### src/rtl/pong_pkg.sv
// rtl/pong_pkg.sv - shared Pong types, field/paddle/ball constants and paddle span helpers
package pong_pkg;

    typedef enum logic [2:0] {
        IDLE,
        SERVE,
        MOVE,
        POINT,
        OVER
    } state_t;

    localparam int SCREEN_W_DEF      = 240;
    localparam int SCREEN_H_DEF      = 320;
    localparam int PADDLE_LENGTH_DEF = 40;
    localparam int PADDLE_WIDTH_DEF  = 4;
    localparam int BALL_SIZE_DEF     = 4;

    // Left edge of a paddle span; computed in 10 bits and clamped at 0 so a
    // paddle hugging the left wall never wraps to a huge bound.
    function automatic logic [9:0] span_left(input logic [8:0] pos, input logic [9:0] reach);
        if ({1'b0, pos} < reach) begin
            return '0;
        end
        return {1'b0, pos} - reach;
    endfunction

    // Right edge of a paddle span; 10 bits so it cannot wrap.
    function automatic logic [9:0] span_right(input logic [8:0] pos, input logic [9:0] reach);
        return {1'b0, pos} + reach;
    endfunction

endpackage

### src/rtl/ball_engine_tick_gen.sv
// rtl/ball_engine_tick_gen.sv - free-running divider producing the one-clock game tick
module tick_gen #(
    parameter int TICK_DIV = 500000
) (
    input  logic clock,
    input  logic reset,
    output logic tick
);

    localparam int            CW   = (TICK_DIV > 1) ? $clog2(TICK_DIV) : 1;
    localparam logic [CW-1:0] LAST = CW'(TICK_DIV - 1);

    logic [CW-1:0] cnt;

    // Count 0..TICK_DIV-1 and wrap; tick marks the last count.
    always_ff @(posedge clock) begin
        if (reset || cnt == LAST) begin
            cnt <= '0;
        end else begin
            cnt <= cnt + CW'(1);
        end
    end

    assign tick = (cnt == LAST);

endmodule

### src/rtl/ball_engine.sv
// rtl/ball_engine.sv - Pong ball motion, wall/paddle bounce, miss detection and scoring
module ball_engine
    import pong_pkg::*;
#(
    parameter int SCREEN_W      = SCREEN_W_DEF,
    parameter int SCREEN_H      = SCREEN_H_DEF,
    parameter int PADDLE_LENGTH = PADDLE_LENGTH_DEF,
    parameter int PADDLE_WIDTH  = PADDLE_WIDTH_DEF,
    parameter int BALL_SIZE     = BALL_SIZE_DEF,
    parameter int TICK_DIV      = 500000,
    parameter int SERVE_DELAY   = 60,
    parameter int WIN_SCORE     = 9
) (
    input  logic       clock,
    input  logic       reset,
    input  logic       start,
    input  logic [8:0] paddleU_pos,
    input  logic [8:0] paddleD_pos,
    output logic [8:0] ball_x,
    output logic [8:0] ball_y,
    output logic [3:0] scoreU,
    output logic [3:0] scoreD,
    output logic       hitU,
    output logic       hitD,
    output logic       game_over
);

    localparam logic [8:0] CENTRE_X  = 9'((SCREEN_W - BALL_SIZE) / 2);
    localparam logic [8:0] CENTRE_Y  = 9'((SCREEN_H - BALL_SIZE) / 2);
    localparam logic [8:0] X_MAX     = 9'(SCREEN_W - BALL_SIZE);
    localparam logic [8:0] Y_PAD_U   = 9'(PADDLE_WIDTH);
    localparam logic [8:0] Y_PAD_D   = 9'(SCREEN_H - PADDLE_WIDTH - BALL_SIZE);
    localparam logic [8:0] Y_MAX     = 9'(SCREEN_H - BALL_SIZE);
    localparam logic [9:0] REACH_LO  = 10'(PADDLE_LENGTH / 2 - 1);
    localparam logic [9:0] REACH_HI  = 10'(PADDLE_LENGTH / 2);
    localparam logic [9:0] BALL_EXT  = 10'(BALL_SIZE - 1);
    localparam logic [3:0] WIN       = 4'(WIN_SCORE);
    localparam int         SC_W      = $clog2(SERVE_DELAY + 1);
    localparam logic [SC_W-1:0] SERVE_LAST = SC_W'(SERVE_DELAY - 1);

    state_t          state;
    logic            tick;
    logic [SC_W-1:0] serve_cnt;
    logic            dx_neg;     // 1: moving left
    logic            dy_up;      // 1: moving toward the upper paddle
    logic            point_u;    // 1: last miss was scored by the upper player
    logic [8:0]      pos_u_q;
    logic [8:0]      pos_d_q;

    logic [9:0] ball_left;
    logic [9:0] ball_right;
    logic       overlap_u;
    logic       overlap_d;
    logic [3:0] next_u;
    logic [3:0] next_d;

    tick_gen #(
        .TICK_DIV(TICK_DIV)
    ) u_tick (
        .clock(clock),
        .reset(reset),
        .tick (tick)
    );

    assign ball_left  = {1'b0, ball_x};
    assign ball_right = ball_left + BALL_EXT;
    assign overlap_u  = (ball_right >= span_left(pos_u_q, REACH_LO)) &&
                        (ball_left  <= span_right(pos_u_q, REACH_HI));
    assign overlap_d  = (ball_right >= span_left(pos_d_q, REACH_LO)) &&
                        (ball_left  <= span_right(pos_d_q, REACH_HI));
    assign next_u     = scoreU + 4'd1;
    assign next_d     = scoreD + 4'd1;

    // Register paddle positions every clock; collision always uses these copies.
    always_ff @(posedge clock) begin
        if (reset) begin
            pos_u_q <= '0;
            pos_d_q <= '0;
        end else begin
            pos_u_q <= paddleU_pos;
            pos_d_q <= paddleD_pos;
        end
    end

    // Game FSM with the ball datapath, scoring and registered pulse outputs.
    always_ff @(posedge clock) begin
        if (reset) begin
            state     <= IDLE;
            ball_x    <= CENTRE_X;
            ball_y    <= CENTRE_Y;
            dx_neg    <= 1'b0;
            dy_up     <= 1'b0;
            scoreU    <= '0;
            scoreD    <= '0;
            hitU      <= 1'b0;
            hitD      <= 1'b0;
            game_over <= 1'b0;
            serve_cnt <= '0;
            point_u   <= 1'b0;
        end else begin
            hitU <= 1'b0;
            hitD <= 1'b0;
            case (state)
                IDLE: begin
                    ball_x <= CENTRE_X;
                    ball_y <= CENTRE_Y;
                    if (start) begin
                        serve_cnt <= '0;
                        state     <= SERVE;
                    end
                end

                SERVE: begin
                    if (tick) begin
                        if (serve_cnt == SERVE_LAST) begin
                            state <= MOVE;
                        end else begin
                            serve_cnt <= serve_cnt + SC_W'(1);
                        end
                    end
                end

                MOVE: begin
                    if (tick) begin
                        // Horizontal: side walls reflect, axis independent of y.
                        if (dx_neg && ball_x == 9'd0) begin
                            dx_neg <= 1'b0;
                            ball_x <= 9'd1;
                        end else if (!dx_neg && ball_x == X_MAX) begin
                            dx_neg <= 1'b1;
                            ball_x <= ball_x - 9'd1;
                        end else if (dx_neg) begin
                            ball_x <= ball_x - 9'd1;
                        end else begin
                            ball_x <= ball_x + 9'd1;
                        end

                        // Vertical: paddle faces reflect, field ends score.
                        if (dy_up) begin
                            if (ball_y == Y_PAD_U && overlap_u) begin
                                dy_up  <= 1'b0;
                                ball_y <= ball_y + 9'd1;
                                hitU   <= 1'b1;
                            end else if (ball_y == 9'd0) begin
                                point_u <= 1'b0;
                                state   <= POINT;
                            end else begin
                                ball_y <= ball_y - 9'd1;
                            end
                        end else begin
                            if (ball_y == Y_PAD_D && overlap_d) begin
                                dy_up  <= 1'b1;
                                ball_y <= ball_y - 9'd1;
                                hitD   <= 1'b1;
                            end else if (ball_y == Y_MAX) begin
                                point_u <= 1'b1;
                                state   <= POINT;
                            end else begin
                                ball_y <= ball_y + 9'd1;
                            end
                        end
                    end
                end

                POINT: begin
                    if (point_u) begin
                        scoreU <= next_u;
                    end else begin
                        scoreD <= next_d;
                    end
                    if ((point_u ? next_u : next_d) == WIN) begin
                        game_over <= 1'b1;
                        state     <= OVER;
                    end else begin
                        // Next serve heads toward the player who just conceded.
                        ball_x    <= CENTRE_X;
                        ball_y    <= CENTRE_Y;
                        dy_up     <= ~point_u;
                        dx_neg    <= ~dx_neg;
                        serve_cnt <= '0;
                        state     <= SERVE;
                    end
                end

                OVER: begin
                    if (start) begin
                        scoreU    <= '0;
                        scoreD    <= '0;
                        ball_x    <= CENTRE_X;
                        ball_y    <= CENTRE_Y;
                        dx_neg    <= 1'b0;
                        dy_up     <= 1'b0;
                        game_over <= 1'b0;
                        serve_cnt <= '0;
                        state     <= SERVE;
                    end
                end

                default: state <= IDLE;
            endcase
        end
    end

endmodule
### config.mk
export PLATFORM = sky130hd
export DESIGN_NAME = ball_engine
export DESIGN_NICKNAME = d
export VERILOG_FILES = /design/src/rtl/pong_pkg.sv /design/src/rtl/ball_engine_tick_gen.sv /design/src/rtl/ball_engine.sv
export SDC_FILE = /design/constraint.sdc
export NUM_CORES = 1
export LEC_CHECK = 0
export ABC_AREA = 1
export ABC_CLOCK_PERIOD_IN_PS = 6400
export CORE_MARGIN = 2
export CORE_UTILIZATION = 42
export CTS_CLUSTER_DIAMETER = 120
export CTS_CLUSTER_SIZE = 20
export DETAILED_ROUTE_END_ITERATION = 16
export SLEW_MARGIN = 20
export SYNTH_ARGS = -nofsm -noshare
export SYNTH_HDL_FRONTEND = slang
export SYNTH_SLANG_ARGS = --single-unit
### constraint.sdc
create_clock -name clock -period 6.4 [get_ports clock]
set_input_delay 1.28 -clock clock [delete_from_list [all_inputs] [get_ports clock]]
set_output_delay 1.28 -clock clock [all_outputs]
set_load 0.01 [all_outputs]
==> impl_metrics.csv, run 1 <==
group,metric,value,unit
synthesis,ys_types,41,
final_layout,final_nets,1016,
synthesis,synth_common_cells,"181 x nand2_1, 134 x inv_1, 104 x nor2_1",
pwr,power.total,0.00235,W
clocking,htree_levels,3,
clocking,clock_path_buffers,2,
final_layout,syn2layout_area_growth,16.1,%
synthesis,yosysTopAreaCell,"dfxtp_1",
synthesis,synth_area,5880,µm²
clocking,root_buffer,"clkbuf_16",
synthesis,syn-num-nets,972,
clocking,cts_setup_buffers,0,
timing,fmax,311,MHz
synthesis,synth.most_common_cell,"nand2_1",
floorplanning,die_area,15000,µm²
synthesis,synthTopCellsByArea,"dfxtp_1 27%, ha_1 12%, nand2_1 12%, inv_1 8.6%, nor2_1 6.6%",
timing,final.setup.tns,0,ps
setup_path,crit_chain,"inv_1 -> a21oi_1 -> nand2_1 -> nor4_1 -> ha_1 -> nand2_1 -> inv_1 -> a21oi_1 -> nand4_1 -> nand2_1 -> inv_1 -> nand3_1 -> nand2_1 -> nand2_1 -> nand3_1 -> nand2_1 -> nand2_1",
clocking,cts_tree,"done",
synthesis,syn_inst,895,
drt,num_vias,5637,
setup_path,crit_path_frequent_cell,"nand2_1",
timing,skew,6.11,ps
setup_path,critical-path-slowest-cell,"dfxtp_1",
place,hpwl,10900,µm
synthesis,ys_async_sr_fraction,0,
setup_path,path_max_fanout,8,
place,place.gp.congestion,0.921,
outcome,outcome,"complete, no violations",
clocking,post_cts_resized,0,
drt,topRoutingLayerUsed,"met4",
grt,grt_overflow,0,
timing,setup_viol_count_final,0,
place,dpl-instance-area,6530,µm²
setup_path,critPathTopFamily,"simple AND/OR/NAND/NOR gates",
timing,finalHoldViolations,0,
timing,slew_violations,0,
pwr,vdd_drop_max,0.000134,V
drt,dr.pass1.iters,4,
final_layout,diodes,0,
setup_path,cp.required,6640,ps
drt,route.met3.wl,529,µm
place,dp.cells,1108,
grt,antenna_found_initial,0,
drt,drc,0,
setup_path,critPathBufInv,3,
clocking,postCtsHoldBufs,0,
drt,wire_per_inst,12.6,µm
grt,groute.usage.overall,0.205,
synthesis,seq_area_frac_synth,0.265,
drt,avgViaCountPerCell,5.02,
timing,rsz0062_at_grt,"no",
clocking,cts.sinks,78,
final_layout,seq_area,1560,µm²
setup_path,worstSetupEndpointType,"register",
place,place.port_buffers,49,
pwr,p_leak,3.06,nW
floorplanning,initial_core_util,0.427,
synthesis,synth-seq-cells,78,
floorplanning,pin_count,50,
floorplanning,die_h,122,µm
setup_path,cp.arrival,3450,ps
hold_path,hold_class,"register to register",
final_layout,multi_input_area,3690,µm²
drt,drt-met1-wl,6930,µm
drt,route.antenna.remaining_nets,0,
grt,grt_pass1_wl,24600,µm
floorplanning,die_x,122,µm
timing,tightest_slew,830,ps
final_layout,drive_above_1_share,0.0561,
drt,drt_iter0_markers,321,
floorplanning,rows,43,
timing,maxSlewHeadroom,0.447,
synthesis,avgSynthCellArea,6.57,µm²
final_layout,instances_no_fill,1124,
setup_path,startpoint_type,"register",
grt,grt_max_degree,45,
setup_path,crit_type,"register to register",
drt,met2RoutedLength,6380,µm
final_layout,finalInstanceArea,6830,µm²
clocking,insertion_delay,350,ps
clocking,cts_made_buffers,9,
timing,finalCritPeriodShare,0.502,
grt,grt_pass1_vias,5307,
final_layout,fillers,1471,
synthesis,synthFlopType,"dfxtp_1",
synthesis,synth_edf_count,0,
timing,worst_hold_slack,447,ps
synthesis,yosys_warnings,0,
synthesis,synth_top_area_frac,0.265,
pwr,p_per_area,344,nW/µm²
flow_run,maxCapViolations,0,
drt,wirelength,14200,µm
timing,fin_crit,3210,ps
floorplanning,core,13800,µm²
setup_path,cp_slowest_stage_delay,540,ps
clocking,clk_pin_slew,60,ps
## worst reg2reg max path, cell delays in order (launching register included)
cell     delay (ps)
dfxtp_1         540
inv_1           240
a21oi_1         300
nand2_1         120
nor4_1          410
ha_1            330
nand2_1         100
inv_1            60
a21oi_1         150
nand4_1         170
nand2_1          90
inv_1            60
nand3_1         150
nand2_1         120
nand2_1          70
nand3_1          60
nand2_1          80
nand2_1          40
## path summary, 6_finish.rpt
path	start	endpoint	slack (ps)	cells past startpoint
worst max-delay path	ball_x[0]	ball_y[3]	3190	17
worst min-delay path	u_tick.cnt[0]	u_tick.cnt[0]	450	1
worst max register to register	ball_x[0]	ball_y[3]	3190	17
worst min register to register	u_tick.cnt[0]	u_tick.cnt[0]	450	1
## where the power goes
part	total, W	leakage [nW]	switching (W)	internal, W
clock network	0.000521	0.146	0.000198	0.000323
logic	0.00114	2.28	0.000706	0.000431
registers	0.000689	0.638	0.000140	0.000549
total	0.00235	3.06	0.00104	0.00130
## per-layer routing
layer	track usage	vias up
met5	0	-
met4	0.0740	0
met3	0.0381	23
met2	0.333	101
met1	0.271	2529
li1	-	2984
## final cells by class
class                      instances  share of cell area
multi-input combinational        653               0.541
sequential                        78               0.229
inverter                         148              0.0817
timing repair buffer              49              0.0711
clock buffer                      13              0.0381
tap                              180              0.0330
clock inverter                     3             0.00623
## per-stage QoR
stage	util	worst slack, ps
after floorplan	-	3850
after global placement	0.474	2950
after detailed placement	0.474	2960
after CTS	0.496	3200
after global routing	0.496	2940
final	0.496	3190
## logic make-up (layout without fill, tap and decap cells)
logic type,count (synthesis),after routing,synth area share
flops,78,78,0.265
compound gates,121,121,0.110
simple gates,433,433,0.335
xor+xnor,43,43,0.0640
fa+ha+maj,56,56,0.119
buf+inv,164,213,0.106
## registers in the layout (all words and copies together) (netlist names), 3 cells and up
register,cells
u_tick.cnt,19
ball_x,9
ball_y,9
pos_d_q,9
pos_u_q,9
serve_cnt,6
scoreD,4
scoreU,4
state,3
## cell usage in the layout, fill, tap and decap left out, types with 4 or more instances in the layout
master           netlist  final
ha_1                  56     56
nand3_1               65     65
o21ai_0               35     35
clkdlybuf4s50_1        0     48
nor3_1                27     27
o211ai_1               7      7
inv_1                134    134
nand2_2                4      4
xor2_1                35     35
dfxtp_1               78     78
inv_2                 13     13
nor2_1               104    104
o21ai_1               10     10
a21oi_1               58     58
nand3b_1               4      4
nand2_1              181    181
xnor2_1                8      8
clkbuf_16              0      9
nand4_1               21     21
or2_2                  5      5
Note: power is estimated with default switching activity, not from simulation.
==> run 2, diff against run 1 <==
--- a/config.mk
+++ b/config.mk
@@ -6,7 +6,7 @@
 export NUM_CORES = 1
 export LEC_CHECK = 0
 export ABC_AREA = 1
-export ABC_CLOCK_PERIOD_IN_PS = 6400
+export ABC_CLOCK_PERIOD_IN_PS = 2770
 export CORE_MARGIN = 2
 export CORE_UTILIZATION = 42
 export CTS_CLUSTER_DIAMETER = 120
==> constraint.sdc (replaced) <==
create_clock -name clock -period 2.77 [get_ports clock]
set_input_delay 0.554 -clock clock [delete_from_list [all_inputs] [get_ports clock]]
set_output_delay 0.554 -clock clock [all_outputs]
set_load 0.01 [all_outputs]
==> impl_metrics.csv, run 2 (synthesis gave the netlist of run 1 again) <==
group,metric,value,unit
grt,grt_max_degree,28,
place,place.gp.congestion,0.929,
drt,route.antenna.remaining_nets,0,
floorplanning,rows,43,
final_layout,final_common_cell,"nand2_1",
clocking,clock_path_buffers,2,
clocking,cts_tree,"done",
timing,setup_slack,231,ps
final_layout,finalInstanceArea,7250,µm²
drt,avgViaCountPerCell,4.98,
grt,grt_pass1_vias,5340,
hold_path,min_from,"u_tick.cnt[0]",
timing,slew_violations,0,
setup_path,crit_type,"register to register",
setup_path,r2r_cells,21,
floorplanning,die_area,15000,µm²
timing,tightest_slew,644,ps
clocking,htree_levels,3,
timing,maxSlewHeadroom,0.570,
pwr,power.total,0.00590,W
place,pre_cts_ws,-12.6,ps
final_layout,syn2layout_area_growth,23.2,%
setup_path,critical_path.endpoint,"ball_y[1]",
setup_path,cp_slowest_stage_delay,360,ps
final_layout,diodes,0,
setup_path,cp.required,3010,ps
setup_path,startpoint_type,"register",
grt,antenna_found_initial,0,
setup_path,worstSetupEndpointType,"register",
timing,worst_hold_slack,448,ps
setup_path,worstReg2RegStart,"pos_d_q[0]",
pwr,p_leak,3.24,nW
drt,num_vias,5744,
final_layout,largest_reg_flops,19,
setup_path,path_max_fanout,4,
drt,drc,0,
setup_path,regToRegSetupSlack,230,ps
setup_path,r2r-end,"ball_y[1]",
final_layout,final_cell_mix,"176 x nand2_1, 128 x inv_1, 96 x nor2_1, 70 x dfxtp_1, 62 x nand3_1",
floorplanning,core,13800,µm²
timing,fin_crit,2540,ps
setup_path,crit_path_frequent_cell,"nand2_1",
floorplanning,initial_core_util,0.427,
drt,drt_iter0_markers,281,
drt,wirelength,14800,µm
timing,finalCritPeriodShare,0.917,
setup_path,critical-path-slowest-cell,"dfxtp_4",
hold_path,hold_class,"register to register",
pwr,p_per_area,814,nW/µm²
setup_path,crit_chain,"a21oi_2 -> inv_1 -> nor2_2 -> inv_1 -> nand2_1 -> nand3_1 -> a21oi_1 -> o21ai_0 -> ha_1 -> nand2_1 -> nand2_1 -> a21oi_1 -> nand4_1 -> nand2_1 -> inv_2 -> nand3_4 -> nand2_4 -> nand2_1 -> nand3_1 -> nand2_1 -> nand2_1",
timing,setup_viol_count_final,0,
drt,wire_per_inst,12.8,µm
grt,grt_pass1_wl,25000,µm
place,hpwl,11500,µm
place,dp.cells,1137,
flow_run,maxCapViolations,0,
place,place.port_buffers,49,
timing,skew,6.24,ps
final_layout,instances_no_fill,1153,
setup_path,cp.arrival,2780,ps
grt,grt_overflow,0,
drt,dr.pass1.iters,5,
final_layout,fillers,1405,
final_layout,drive_above_1_share,0.126,
clocking,cts.sinks,78,
pwr,vdd_drop_max,0.000307,V
setup_path,crit_path_start,"pos_d_q[0]",
outcome,outcome,"complete, no violations",
grt,groute.usage.overall,0.210,
floorplanning,die_h,122,µm
clocking,cts_made_buffers,9,
final_layout,max_flop_register,"u_tick.cnt",
clocking,insertion_delay,350,ps
final_layout,final_nets,1045,
clocking,clk_pin_slew,60,ps
clocking,root_buffer,"clkbuf_16",
timing,finalHoldViolations,0,
floorplanning,die_x,122,µm
place,dpl-instance-area,6740,µm²
timing,fmax,394,MHz
floorplanning,pin_count,50,
## run 2: layout make-up
cell class	instances	area [µm²]	area share
clock buffer	12	267	0.0368
multi-input combinational	653	3840	0.530
inverter	148	558	0.0770
timing repair buffer	78	703	0.0970
tap	180	225	0.0311
sequential	78	1580	0.218
clock inverter	4	76.3	0.0105
## run 2: metal layers
| metal | vias up | global-route usage | routed length, µm |
|---|---|---|---|
| met5 | - | 0 | 0 |
| met4 | 0 | 0.0833 | 369 |
| met3 | 24 | 0.0321 | 500 |
| met2 | 98 | 0.333 | 6510 |
| met1 | 2575 | 0.284 | 7440 |
| li1 | 3047 | - | - |
## run 2: power breakdown
| part | switching (W) | internal (W) |
|---|---|---|
| clock | 0.000484 | 0.000866 |
| combinational | 0.00189 | 0.00121 |
| sequential | 0.000183 | 0.00127 |
## run 2: per-stage QoR
step,util,TNS (ps)
after floorplan,-,0
after global placement,0.490,0
after detailed placement,0.490,-12.6
after CTS,0.515,0
after global routing,0.526,-8.47
final,0.526,0
## run 2: worst min-delay path by stage
stage | endpoint | depth (start not counted)
floorplan | u_tick.cnt[0] | 1
finish | u_tick.cnt[0] | 1
global route | u_tick.cnt[0] | 1
global placement | u_tick.cnt[0] | 1
CTS | u_tick.cnt[0] | 1
detailed placement | u_tick.cnt[0] | 1
## run 2: worst max-delay path, delay by kind of cell (launching register included)
kind | cells | cell delay, ps
buffers and inverters | 3 | 190
adders and majority gates | 1 | 320
AOI/OAI and AO/OA | 4 | 490
DFF | 1 | 360
and+or+nand+nor | 13 | 1090
## run 2: timing repair
| action | CTS | global route |
|---|---|---|
| endpoints found under the setup margin | 2 | 5 |
| hold buffers | 0 | 0 |
| resized for setup | 2 | 50 |
| pin swaps | 0 | 8 |
| setup buffers | 0 | 0 |
==> patch 1 (flow settings as in run 2) <==
Compare `cnt` against `LAST` with >= in place of ==.
--- a/src/rtl/ball_engine_tick_gen.sv
+++ b/src/rtl/ball_engine_tick_gen.sv
@@ -21,7 +21,7 @@
         end
     end
 
-    assign tick = (cnt == LAST);
+    assign tick = (cnt >= LAST);
 
 endmodule
 
Behaviour: no difference found for any inputs over 10 cycles, from zero or initial values and one cycle with reset high; that may be too few to reach the edited logic, so the function may still have changed.
==> patch 1 against run 2 <==
Synthesized area grew 2.3%; final area grew 0.97%; clock power shrank 10%; worst setup slack got worse by 0.033 ns; total power shrank 9.9%; non-clock buffer count is the same; global-route usage hardly changed; sequential cell count unchanged; routed wire length increased by 2.5%; highest routed layer unchanged; critical path type unchanged; clock skew up 0.0033 ns; critical endpoint is now ball_y[3]; sequential share of layout area fell by 0.28 points.
==> patch 1: results (changes against run 2) <==
[run_status]
status = completed  ; unchanged

[grt]
use_met1_pct = 29.4  ; was 28.4%
grt_max_degree = 41  ; was 28
met3_usage_pct = 3.39  ; was 3.21%
grt_pass1_wl_um = 25200  ; was 25000 um
grt_usage_pct = 21.0  ; about the same
met2_usage_pct = 33.0  ; was 33.3%
grt_pass1_vias = 5220  ; was 5340

[synth]
ys_seq_area_share_pct = 26.0  ; was 26.5%
synth-edff-count = 0  ; unchanged
synth_mux_area_share_pct = 0  ; unchanged
synth_xor_area_share_pct = 6.70  ; was 6.40%
synth_fp_nets = 997  ; was 972
syn_inst = 920  ; was 895
ys_top_cells_by_area = dfxtp_1 26%, nand2_1 13%, ha_1 12%  ; was dfxtp_1 27%, ha_1 12%, nand2_1 12%
yosys-top-cells-count = 205 x nand2_1, 137 x inv_1, 112 x nor2_1, 78 x dfxtp_1, 64 x nand3_1  ; was 181 x nand2_1, 134 x inv_1, 104 x nor2_1, 78 x dfxtp_1, 65 x nand3_1
synthAdderAreaFrac_pct = 11.6  ; was 11.9%
synth_compound_area_share_pct = 10.6  ; was 11.0%
ys_types = 45  ; was 41

[clock_tree]
cts_resized = 0  ; was 2
numCtsBuffers = 9  ; unchanged
htree_levels = 3  ; unchanged

[routing]
vias_per_cell = 4.94  ; was 4.98
first_pass_iters = 4  ; was 5
totalWireLength_um = 15200  ; was 14800 um
drt-initial-drc-count = 343  ; was 281
drt-met1-wl_um = 7710  ; was 7440 um
met2_length_um = 6640  ; was 6510 um
vias = 5802  ; was 5744
wl_met3_um = 629  ; was 500 um

[finish]
top_register = u_tick.cnt  ; unchanged
fin_nets = 1068  ; was 1045
multi_input_area_um2 = 3960  ; was 3840 um2
drive_gt1_share_pct = 13.2  ; was 12.6%
num-fill-cells = 1462  ; was 1405

[pwr]
power_switching_mw = 2.33  ; was 2.55 mW
worst_ir_drop_vdd_mv = 0.315  ; was 0.307 mV
leakage_nw = 3.26  ; was 3.24 nW

[place]
dpl-instance-area_um2 = 6850  ; was 6740 um2
gp_congestion = 0.870  ; was 0.929
place_ws_ns = 0.0258  ; was -0.0126 ns
io_buffer_count = 49  ; unchanged
dp_cells = 1158  ; was 1137
dp_hpwl_um = 11600  ; was 11500 um

[timing]
finClkSkew_ns = 0.00949  ; was 0.00624 ns
tightest_slew_ns = 0.636  ; was 0.644 ns

[critical_path]
cp_slowest_cell = dfxtp_1  ; was dfxtp_4
critical_path.top_delay_family = simple AND/OR/NAND/NOR gates  ; unchanged
worstPathArrival_ns = 2.82  ; was 2.78 ns
worst_path_largest_cell_delay_ns = 0.34  ; was 0.36 ns

==> patch 1: worst paths after layout <==
check                 from            end  slack [ns]  depth (start not counted)
max              ball_x[0]      ball_y[3]        0.20                         19
max reg2reg      ball_x[0]      ball_y[3]        0.20                         19
min          u_tick.cnt[0]  u_tick.cnt[0]        0.45                          1
min reg2reg  u_tick.cnt[0]  u_tick.cnt[0]        0.45                          1
==> patch 1: power groups by stage <==
stage / combinational [mW] / sequential (mW) / clock [mW]
6_report: 2.67 / 1.43 / 1.21
5_1_grt: 3.02 / 1.46 / 1.28
4_1_cts: 2.58 / 1.43 / 1.24
3_5_place_dp: 2.56 / 1.45 / 0
3_3_place_gp: 2.56 / 1.45 / 0
2_1_floorplan: 1.74 / 1.47 / 0
==> patch 1: final cells by class <==
class / count / area share, %
repair buffers: 78 / 9.71
clock inverters: 5 / 0.787
flip-flops and latches: 78 / 21.5
well taps: 180 / 3.08
inverters: 147 / 7.59
clock buffers: 10 / 3.27
multi-input cells: 677 / 54.1
==> patch 2 (flow settings as in run 2) <==
Made on the original files. `TICK_DIV` is set to 500000 in 2 places; all go to 250000.
--- a/src/rtl/ball_engine_tick_gen.sv
+++ b/src/rtl/ball_engine_tick_gen.sv
@@ -1,6 +1,6 @@
 // rtl/ball_engine_tick_gen.sv - free-running divider producing the one-clock game tick
 module tick_gen #(
-    parameter int TICK_DIV = 500000
+    parameter int TICK_DIV = 250000
 ) (
     input  logic clock,
     input  logic reset,
--- a/src/rtl/ball_engine.sv
+++ b/src/rtl/ball_engine.sv
@@ -7,7 +7,7 @@
     parameter int PADDLE_LENGTH = PADDLE_LENGTH_DEF,
     parameter int PADDLE_WIDTH  = PADDLE_WIDTH_DEF,
     parameter int BALL_SIZE     = BALL_SIZE_DEF,
-    parameter int TICK_DIV      = 500000,
+    parameter int TICK_DIV      = 250000,
     parameter int SERVE_DELAY   = 60,
     parameter int WIN_SCORE     = 9
 ) (
Check against the original RTL: same outputs for any inputs over 10 cycles, from zero or initial values and one cycle with reset high; that may be too few to reach the edited logic, so the function may still have changed.
==> patch 2 against run 2 <==
First-iteration DRC count increased by 59%; synthesized area is essentially flat; utilization shrank 0.93 points; total power fell by 19%; final area shrank 1.8%; sequential power down 5%; global-route usage shrank 0.66 points; combinational power is 28% lower; critical path type unchanged; worst setup slack worse by 0.052 ns; die area barely moved; sequential cell count is 1 lower; largest cell class unchanged; routed wire length fell by 0.47%; clock skew fell by 0.0011 ns.
==> patch 2: results (changes against run 2) <==
[pwr]
leakage_nw = 3.26  ; was 3.24 nW
p_sw_share_pct = 41.3  ; was 43.3%
worst_ir_drop_vdd_mv = 0.344  ; was 0.307 mV

[routing]
vias_per_cell = 4.88  ; was 4.98
drt-initial-drc-count = 446  ; was 281
wl_per_cell_um = 12.8  ; about the same

[grt]
grt_usage_pct = 20.3  ; was 21.0%
grt_pass1_wl_um = 24200  ; was 25000 um
grt_pass1_vias = 4955  ; was 5340
antenna_found_initial = 0  ; unchanged
grt_max_degree = 32  ; was 28

[synth]
syn_inst = 900  ; was 895
synth_fp_nets = 977  ; was 972
ys_types = 46  ; was 41
ys_top_cells_by_area = dfxtp_1 26%, nand2_1 12%, ha_1 12%  ; was dfxtp_1 27%, ha_1 12%, nand2_1 12%
ys_seq_area_share_pct = 26.2  ; was 26.5%
yosys-top-cells-count = 193 x nand2_1, 146 x inv_1, 101 x nor2_1, 77 x dfxtp_1, 66 x nand3_1  ; was 181 x nand2_1, 134 x inv_1, 104 x nor2_1, 78 x dfxtp_1, 65 x nand3_1

[finish]
final_cells = 1149  ; was 1153
utilization_pct = 51.7  ; was 52.6%
largest_register_ffs = 18  ; was 19
drive_gt1_share_pct = 11.7  ; was 12.6%
fin_nets = 1042  ; was 1045

[timing]
finClkSkew_ns = 0.00519  ; was 0.00624 ns
tightest_slew_ns = 0.486  ; was 0.644 ns

[run_status]
status = completed  ; unchanged

[clock_tree]
clk_latency_ns = 0.35  ; about the same
numCtsBuffers = 9  ; unchanged
cts.clk_slew.worst_paths_ns = 0.06  ; about the same

[hold_path]
hold_class = register to register  ; unchanged
whs_path_depth = 2  ; was 1

[critical_path]
worst_path_largest_cell_delay_ns = 0.39  ; was 0.36 ns
path_max_fanout = 6  ; was 4

[place]
dp_hpwl_um = 11300  ; was 11500 um
gp_congestion = 0.851  ; was 0.929

==> patch 2: final timing paths <==
kind,startpoint,to,slack [ns]
worst max-delay path,pos_d_q[2],ball_y[3],0.18
worst min-delay path,game_over,game_over,0.46
worst max register to register,pos_d_q[2],ball_y[3],0.18
worst min register to register,game_over,game_over,0.46
==> patch 2: metrics by stage <==
| step | setup WS [ns] | area [um2] |
|---|---|---|
| after CTS | 0.00110 | 6960 |
| after global placement | 0.00494 | 6650 |
| final | 0.179 | 7120 |
| after global routing | -0.0663 | 7120 |
| after detailed placement | -0.0638 | 6650 |
| after floorplan | 0.0959 | 5880 |
==> patch 2: final cells by class <==
cell class | instances | area, um2
multi-input cells | 652 | 3800
inverters | 152 | 576
well taps | 180 | 225
clock inverters | 5 | 60.1
repair buffers | 73 | 666
fillers | 1446 | 6660
clock buffers | 10 | 239
flip-flops and latches | 77 | 1550
==> patch 2: power by group through the flow <==
stage / Sequential [mW] / Combinational, mW / Clock [mW]
floorplan: 1.40 / 1.49 / 0
global placement: 1.40 / 2.11 / 0
detailed placement: 1.40 / 2.11 / 0
CTS: 1.38 / 2.13 / 1.24
global route: 1.40 / 2.53 / 1.29
finish: 1.38 / 2.22 / 1.20
==> patch 2: layer usage <==
layer  global-route usage [%]  wire length [um]  up-vias
met5                        0                 0        -
met4                     5.53               191        0
met3                     4.09               664       14
met2                     30.7              6320      109
met1                     29.2              7570     2465
li1                         -                 -     3015
==> patch 2: logic make-up after synthesis <==
family	count (synthesis)	synth area share, %
XOR/XNOR	42	6.26
flip-flops	77	26.2
AND/OR/NAND/NOR	432	32.7
AO/OA/AOI/OAI	122	11.4
buffers and inverters	171	11.5
adder cells (fa/ha/maj)	56	11.9
==> patch 2: worst register-to-register path, stage by stage (launching register included) <==
cell	delay (ns)
dfxtp_4	0.39
inv_1	0.07
ha_1	0.18
nand2_1	0.09
inv_2	0.06
nor2_4	0.19
nor2_4	0.06
a21oi_1	0.11
o21ai_0	0.10
ha_1	0.31
nand2_1	0.07
nand2_1	0.05
a21oi_1	0.12
nand4_1	0.14
nand2_1	0.10
inv_2	0.06
nand3_4	0.10
nand2_4	0.07
nand2_1	0.07
nand3_2	0.05
nand2_1	0.06
nand2_1	0.04
==> patch 2: what timing repair did <==
item,in CTS,in global routing
buffers inserted,0,2
gates cloned,0,0
pin swaps,0,9
endpoints found under the setup margin,4,4
gates resized for setup,3,47
